[config.mk]
export PLATFORM = sky130hd
export DESIGN_NAME = mc_ctrl
export DESIGN_NICKNAME = d
export VERILOG_FILES = /design/src/rtl/mc_ctrl.sv
export SDC_FILE = /design/constraint.sdc
export NUM_CORES = 1
export LEC_CHECK = 0
export ABC_AREA = 1
export CAP_MARGIN = 20
export CELL_PAD_IN_SITES_DETAIL_PLACEMENT = 0
export CELL_PAD_IN_SITES_GLOBAL_PLACEMENT = 1
export CORE_MARGIN = 4
export CORE_UTILIZATION = 20
export CTS_CLUSTER_SIZE = 30
export DETAILED_ROUTE_END_ITERATION = 10
export PLACE_DENSITY_LB_ADDON = 0.1
export SLEW_MARGIN = 20
export SYNTH_ARGS = -nofsm -noshare
export SYNTH_HDL_FRONTEND = slang
export SYNTH_SLANG_ARGS = --single-unit
[constraint.sdc]
create_clock -name clk -period 2.8 [get_ports clk]
set_input_delay 0.56 -clock clk [delete_from_list [all_inputs] [get_ports clk]]
set_output_delay 0.56 -clock clk [all_outputs]
set_load 0.01 [all_outputs]
[src/rtl/mc_ctrl.sv]
// ---------------------------------------------------------------------------
// mc_ctrl -- multi-cycle MIPS-subset control unit.
//
// Registered FSM FETCH(0) -> DECODE(1) -> EXE(2) -> MEM(3) -> WB(4). The
// instruction fields drive a combinational decode. All outputs are Moore/Mealy
// combinational from the current state plus opcode/funct/zero/mem_rdy.
//
// Optional build macro: MC_CTRL_MEMRDY_EN -- FETCH and MEM stall while
// mem_rdy=0 and gate their write enables with mem_rdy. Without it mem_rdy is
// ignored.
//
// Ports
//   clk            sole clock, rising edge
//   reset          synchronous active-low reset
//   opcode, funct  instruction fields (stable from DECODE onward)
//   zero           ALU equality flag (beq)
//   mem_rdy        memory ready (only with MC_CTRL_MEMRDY_EN)
//   PCWr, IRWr, RegWr, MemWr   write enables
//   ExtOp          00 zero, 01 sign, 10 imm<<16, 11 sign<<2
//   ALUOp          00 add, 01 sub, 10 or, 11 pass B
//   ALUSrc         0 rt, 1 ext
//   RegDst         00 rt, 01 rd, 10 $31
//   WDSel          00 ALU, 01 mem, 10 PC
//   NPCOp          00 PC+4, 01 branch, 10 jump target, 11 rs
//   state          current FSM state
//   illegal        one-cycle pulse in DECODE for an unsupported instruction
// ---------------------------------------------------------------------------
module mc_ctrl (
    input  logic       clk,
    input  logic       reset,
    input  logic [5:0] opcode,
    input  logic [5:0] funct,
    input  logic       zero,
    input  logic       mem_rdy,
    output logic       PCWr,
    output logic       IRWr,
    output logic       RegWr,
    output logic       MemWr,
    output logic [1:0] ExtOp,
    output logic [1:0] ALUOp,
    output logic       ALUSrc,
    output logic [1:0] RegDst,
    output logic [1:0] WDSel,
    output logic [1:0] NPCOp,
    output logic [2:0] state,
    output logic       illegal
);

    typedef enum logic [2:0] {
        S_FETCH  = 3'd0,
        S_DECODE = 3'd1,
        S_EXE    = 3'd2,
        S_MEM    = 3'd3,
        S_WB     = 3'd4
    } state_e;

    state_e state_q, state_d;
    state_e st_eff;
    logic   rdy;

`ifdef MC_CTRL_MEMRDY_EN
    assign rdy = mem_rdy;
`else
    logic mem_rdy_unused;
    assign mem_rdy_unused = mem_rdy;
    assign rdy = 1'b1;
`endif

    // ---------------- instruction decode ----------------
    logic is_r, is_addu, is_subu, is_jr;
    logic is_ori, is_lw, is_sw, is_beq, is_lui, is_j, is_jal;
    logic supported;

    always_comb begin
        is_r      = (opcode == 6'b000000);
        is_addu   = is_r && (funct == 6'b100001);
        is_subu   = is_r && (funct == 6'b100011);
        is_jr     = is_r && (funct == 6'b001000);
        is_ori    = (opcode == 6'b001101);
        is_lw     = (opcode == 6'b100011);
        is_sw     = (opcode == 6'b101011);
        is_beq    = (opcode == 6'b000100);
        is_lui    = (opcode == 6'b001111);
        is_j      = (opcode == 6'b000010);
        is_jal    = (opcode == 6'b000011);
        supported = is_addu | is_subu | is_jr | is_ori | is_lw | is_sw |
                    is_beq | is_lui | is_j | is_jal;
    end

    // Extender control depends on opcode alone, independent of state.
    always_comb begin
        ExtOp = 2'b00;
        if (is_lw || is_sw) ExtOp = 2'b01;
        else if (is_lui)    ExtOp = 2'b10;
        else if (is_beq)    ExtOp = 2'b11;
    end

    // ---------------- state register ----------------
    always_ff @(posedge clk) begin
        if (!reset) state_q <= S_FETCH;
        else        state_q <= state_d;
    end

    assign state = state_q;

    // ---------------- next state / outputs ----------------
    always_comb begin
        // While in reset the outputs decode as FETCH; enables are masked below.
        st_eff  = reset ? state_q : S_FETCH;
        state_d = state_q;
        PCWr    = 1'b0;
        IRWr    = 1'b0;
        RegWr   = 1'b0;
        MemWr   = 1'b0;
        ALUOp   = 2'b00;
        ALUSrc  = 1'b0;
        RegDst  = 2'b00;
        WDSel   = 2'b00;
        NPCOp   = 2'b00;
        illegal = 1'b0;

        case (st_eff)
            S_FETCH: begin
                IRWr = rdy;
                PCWr = rdy;
                if (rdy) state_d = S_DECODE;
            end
            S_DECODE: begin
                state_d = S_FETCH;
                if (is_j) begin
                    PCWr  = 1'b1;
                    NPCOp = 2'b10;
                end else if (is_jal) begin
                    PCWr   = 1'b1;
                    NPCOp  = 2'b10;
                    RegWr  = 1'b1;
                    RegDst = 2'b10;
                    WDSel  = 2'b10;
                end else if (is_jr) begin
                    PCWr  = 1'b1;
                    NPCOp = 2'b11;
                end else if (supported) begin
                    state_d = S_EXE;
                end else begin
                    illegal = 1'b1;  // executes as nop
                end
            end
            S_EXE: begin
                state_d = S_FETCH;
                if (is_beq) begin
                    ALUOp = 2'b01;
                    if (zero) begin
                        PCWr  = 1'b1;
                        NPCOp = 2'b01;
                    end
                end else if (is_addu) begin
                    state_d = S_WB;
                end else if (is_subu) begin
                    ALUOp   = 2'b01;
                    state_d = S_WB;
                end else if (is_ori) begin
                    ALUOp   = 2'b10;
                    ALUSrc  = 1'b1;
                    state_d = S_WB;
                end else if (is_lui) begin
                    ALUOp   = 2'b11;
                    ALUSrc  = 1'b1;
                    state_d = S_WB;
                end else if (is_lw || is_sw) begin
                    ALUSrc  = 1'b1;
                    state_d = S_MEM;
                end
            end
            S_MEM: begin
                if (is_sw) begin
                    MemWr = rdy;
                    if (rdy) state_d = S_FETCH;
                end else if (is_lw) begin
                    if (rdy) state_d = S_WB;
                end else begin
                    state_d = S_FETCH;
                end
            end
            S_WB: begin
                RegWr   = 1'b1;
                RegDst  = is_r  ? 2'b01 : 2'b00;
                WDSel   = is_lw ? 2'b01 : 2'b00;
                state_d = S_FETCH;
            end
            default: state_d = S_FETCH;  // unused codes recover with no enables
        endcase

        if (!reset) begin
            PCWr    = 1'b0;
            IRWr    = 1'b0;
            RegWr   = 1'b0;
            MemWr   = 1'b0;
            illegal = 1'b0;
        end
    end

endmodule

==> run_results.csv <==
group,metric,value,unit
final_layout,n_fill_cell,222,
cts,cts_buffers,3,
routing,drc_errors,0,
cts,insertion_delay,240,ps
setup_path,crit_chain,"clkdlybuf4s50_1 -> buf_4 -> nand2_1 -> inv_1 -> buf_4 -> nand3_1 -> nor2_1 -> clkdlybuf4s50_1",
routing,drtPass1Iterations,4,
sta,setup-violations-final,0,
run,maxCapViolations,0,
grt,grt_pass1_wl,2880,um
worst_hold_path,hold_depth,2,
cts,htreeDepth,1,
sta,fin_crit_sh,0.968,
setup_path,crit_path_top_delay_cell,"clkdlybuf4s50_1",
routing,wirelength,1680,um
setup_path,max_stage_delay,540,ps
die,io_pins,35,
routing,wire_per_inst,9.69,um
die,start_util,0.221,
die,core_area,0.00204,sq mm
setup_path,cp.required,2240,ps
synth,ys_warn_count,0,
grt,overflow,0,
place,post_dp_cell_area,965,sq um
grt,grt.total_usage,0.110,
cts,clkSinkCount,3,
final_layout,largest_reg_flops,3,
cts,cts-root-buf,"clkbuf_4",
sta,relSlewSlack,0.855,
sta,finalMaxSlewViolations,0,
die,die_h,55.5,um
cts,cts_buffer_depth,2,
pwr,total_power,0.201,mW
pwr,power_density,193,mW/mm^2
final_layout,drive_gt1_frac,0.247,
run_status,status,"finished, final reports clean",
final_layout,final_util,0.509,
setup_path,cp.depth,8,
setup_path,crit_type,"input port to output pin",
cts,clk_pin_slew_worst_paths,40,ps
sta,worst_pin_slew,215,ps
place,gp_congestion,0.794,
sta,period_minus_slack,2710,ps
setup_path,cp-end-kind,"output pin",
setup_path,crit_family,"buffers and inverters",
sta,rsz0062_at_grt,"false",
routing,vias,733,
place,io_buffers,33,
setup_path,crit_buf_inv,5,
synth,syn_nets,103,
setup_path,worstSetupStartpointType,"input port",
synth,synthCells,87,
cts,hold_buffers,0,
die,fp.dieW,55.5,um
worst_hold_path,hold_path_class,"flip-flop to flip-flop",
setup_path,cp_max_fo,3,
die,dieArea,0.00308,sq mm
synth,ys_seq_area_frac,0.133,
final_layout,area_growth,131,%
sta,finClkSkew,1.95,ps
final_layout,nets,163,
final_layout,design_area,0.00104,sq mm
synth,synth_area_per_cell,5.18,sq um
routing,routed_via_density,4.24,
pwr,irDropWorstVdd,146,uV
die,row_count,16,
place,place.detailed.hpwl,1420,um
cts,cts_tree,"built",
synth,syn_area,450,sq um
grt,grt_max_degree,7,
sta,final-hold-violation-count,0,
routing,drtIter0Drc,10,
final_layout,n_antenna_cell,0,
grt,antenna_found_initial,0,
synth,ys_types,17,
sta,whs,576,ps
setup_path,arrival,2150,ps
synth,ys_seq_elements,3,
sta,max_freq,369,MHz
pwr,p_leak,0.662,nW
sta,fin_tns_setup,0,ps
routing,ant_nets,0,
grt,first_global_vias,706,
setup_path,r2r_cells,5,
-- metal layers --
| layer | GRT usage | wire, um | up-vias | share of wire |
|---|---|---|---|---|
| met4 | 0.0313 | 0 | 0 | 0 |
| met5 | 0 | 0 | - | 0 |
| li1 | - | - | 395 | - |
| met3 | 0.0280 | 103 | 0 | 0.061 |
| met1 | 0.150 | 819 | 316 | 0.49 |
| met2 | 0.167 | 753 | 22 | 0.45 |
-- power by group --
group | internal, mW | switching (mW) | total (mW)
logic | 0.0435 | 0.0324 | 0.0759
registers | 0.0442 | 0.00147 | 0.0457
clock network | 0.0536 | 0.0256 | 0.0792
total | 0.141 | 0.0594 | 0.201
-- metrics by stage --
| stage | setup WS [ps] | cells |
|---|---|---|
| floorplan | 835 | 87 |
| global route | 0.506 | 173 |
| detailed placement | -192 | 167 |
| CTS | 7.60 | 172 |
| global placement | -195 | 167 |
| finish | 89.6 | 173 |
-- kinds of logic after synthesis --
group,share of synthesized area
flops,0.133
compound gates,0.0861
buf+inv,0.150
simple gates,0.631
-- tightest hold or removal path, delay by kind of cell, from the launching register on --
family / cells / cell delay (ps)
simple gates: 1 / 120
flops: 1 / 320
compound gates: 1 / 80
-- cells in the final DEF (no fill, tap or decap), types with 4 or more instances in the layout --
cell type,synthesis,routed
buf_4,1,23
clkdlybuf4s50_1,0,18
dlygate4sd2_1,0,6
dlymetal6s2s_1,0,9
inv_1,16,16
nand2_1,20,20
nand3_1,8,8
nand4_1,5,5
nor2_1,20,17
nor2_2,3,4
-- path summary, 6_finish.rpt --
kind	start	end	slack (ps)
hold / removal	state[1]$_SDFF_PN0_	state[2]$_SDFF_PN0_	580
setup reg to reg	state[1]$_SDFF_PN0_	state[0]$_SDFF_PN0_	1650
hold reg to reg	state[1]$_SDFF_PN0_	state[2]$_SDFF_PN0_	580
setup / recovery	opcode[0]	WDSel[0]	90
-- area by class of cell --
type / instances / area [sq um] / share of cell area
Sequential cell: 3 / 60.1 / 0.0578
Tap cell: 27 / 33.8 / 0.0325
Inverter: 16 / 60.1 / 0.0578
Timing Repair Buffer: 56 / 518 / 0.499
Clock buffer: 4 / 26.3 / 0.0253
Multi-Input combinational cell: 67 / 340 / 0.328
-- what timing repair did --
item	CTS	global route
gates cloned	0	0
pin swaps	3	3
setup buffers	1	1
setup endpoints to repair	12	11
gates resized for setup	7	13
-- synthesized netlist by cell type, drive strengths merged --
library cell	n	area share
nor2	23	0.21
nand2	21	0.18
inv	16	0.13
nand3	9	0.11
nand4	5	0.069
a21oi	3	0.042
dfxtp	3	0.13
nor3	2	0.047
o22ai	2	0.028
buf	1	0.017
o31ai	1	0.017
or2	1	0.014
Power figures use the tool's default switching activity.
==> edit, RTL diff (same flow settings) <==
Reset style: asynchronous (`reset`), changed in one clocked block. Comments in the files are not updated.
--- a/src/rtl/mc_ctrl.sv
+++ b/src/rtl/mc_ctrl.sv
@@ -96,7 +96,7 @@
     end
 
     // ---------------- state register ----------------
-    always_ff @(posedge clk) begin
+    always_ff @(posedge clk or negedge reset) begin
         if (!reset) state_q <= S_FETCH;
         else        state_q <= state_d;
     end
Behaviour: differs if reset is asserted again (counterexample within 4 cycles, from zero or initial values and one cycle with reset low); with reset held inactive, the same outputs for 10 cycles.
==> edit against the original RTL <==
  * Via count up 2.7%
  * Wire length rose by 5.4%
  * Hold slack improved by 75 ps
  * Clock power fell by 5.4%
  * Area after synthesis up 11%
  * Sequential power grew 1%
  * Power down 0.50%
  * Global-route usage rose by 0.54 points
  * Design area did not move
  * First-iteration DRC count up 30%
  * Setup slack gained 29 ps
  * Sequential cell count is the same
==> edit: results (changes against the original RTL) <==
* Gpl congestion at 0.729 (-8.2%)
* Vias at 753 (+2.7%)
* Final setup skew at 0.0805 ps (-1.87 ps)
* Post-Syn Nets at 112 (+8.7%)
* R2R Setup Slk at 1540 ps (-110 ps)
* WL met2 at 819 µm (+8.8%)
* # fillers at 280 (+26%)
* Seq/Total Area, Yosys at 15.0% (+1.7 points)
* Routed met3 length at 161 µm (+56%)
* Pleak at 0.641 nW (-3.2%)
* Main synth FF type: dfrtp_1
* Global-route wire length before repair at 3070 µm (+6.7%)
* Worst EP arrival at 2120 ps (-30 ps)
* Initial detailed-routing violation count at 13 (+3)
* Outcome: completed
* Area contributors post-synth: nor2_1, nand2_1, dfrtp_1
* Ratio of cells with drive above 1 in the final layout at 24.8% (+0.17 points)
* Met1 Wirelength at 786 µm (-4.0%)
* Ys async rst share at 100% (+100 points)
* Vias in the first global route at 722 (+2.3%)
* DRT Wirelength at 1770 µm (+5.4%)
* GRT Total Usage at 11.5% (+0.54 points)
* Netlist cell types at 18 (+1)
* Dpl hpwl at 1530 µm (+7.5%)
* VDD IR-drop max at 136 µV (-6.9%)
-- edit: final cells by class --
cell class | count | area, µm² | share of cell area (%)
clock buffer | 4 | 26.3 | 2.53
inverter | 18 | 67.6 | 6.51
multi-input combinational | 74 | 377 | 36.3
sequential | 3 | 75.1 | 7.23
tap | 28 | 35.0 | 3.37
timing repair buffer | 50 | 458 | 44.1
-- edit: what timing repair did --
action / in CTS / in global routing
endpoints found under the setup margin: 12 / 9
pin swaps: 0 / 1
setup buffers: 0 / 1
gates resized for setup: 14 / 15
hold endpoints to repair: 0 / 0
hold buffers: 0 / 0
-- edit: cells by family after synthesis --
logic type | after synthesis | share of synthesized area (%)
compound gates | 6 | 8.02
buf+inv | 19 | 15.0
flops | 3 | 15.0
simple gates | 68 | 61.9
-- edit: final timing paths --
| kind | start | to | cells after the start |
|---|---|---|---|
| worst min register to register | state[1]$_DFF_PN0_ | state[2]$_DFF_PN0_ | 2 |
| min in group asynchronous | reset | state[2]$_DFF_PN0_ | 2 |
| worst max register to register | state[1]$_DFF_PN0_ | state[1]$_DFF_PN0_ | 7 |
| max in group asynchronous | reset | state[0]$_DFF_PN0_ | 2 |
| worst min-delay path | state[1]$_DFF_PN0_ | state[2]$_DFF_PN0_ | 2 |
| worst max-delay path | opcode[5] | ExtOp[0] | 6 |
-- edit: routing by layer --
layer	vias up	GRT usage [%]
met5	-	0
li1	403	-
met1	324	14.1
met3	0	3.79
met2	26	19.7
met4	0	1.99
-- edit: power breakdown --
part | switching [mW] | leakage (nW) | total (mW) | internal, mW
Clock | 0.0215 | 0.0150 | 0.0749 | 0.0534
Sequential | 0.00121 | 0.0386 | 0.0463 | 0.0450
Combinational | 0.0369 | 0.587 | 0.0787 | 0.0418
Total | 0.0597 | 0.641 | 0.200 | 0.140
-- edit: critical path, delay by kind of cell --
family,cells,cell delay [ps]
buffers and inverters,3,1150
and+or+nand+nor,3,410
-- edit: stage by stage --
step | hold slack [ps] | util [%] | area, µm² | instances | TNS, ps
3_3_place_gp | 641 | 42.5 | 977 | 172 | -544
5_1_grt | 661 | 45.2 | 1040 | 177 | 0
6_report | 650 | 45.2 | 1040 | 177 | 0
4_1_cts | 641 | 43.9 | 1010 | 176 | 0
2_1_floorplan | 264 | - | 499 | 96 | 0
3_5_place_dp | 636 | 42.5 | 977 | 172 | -627
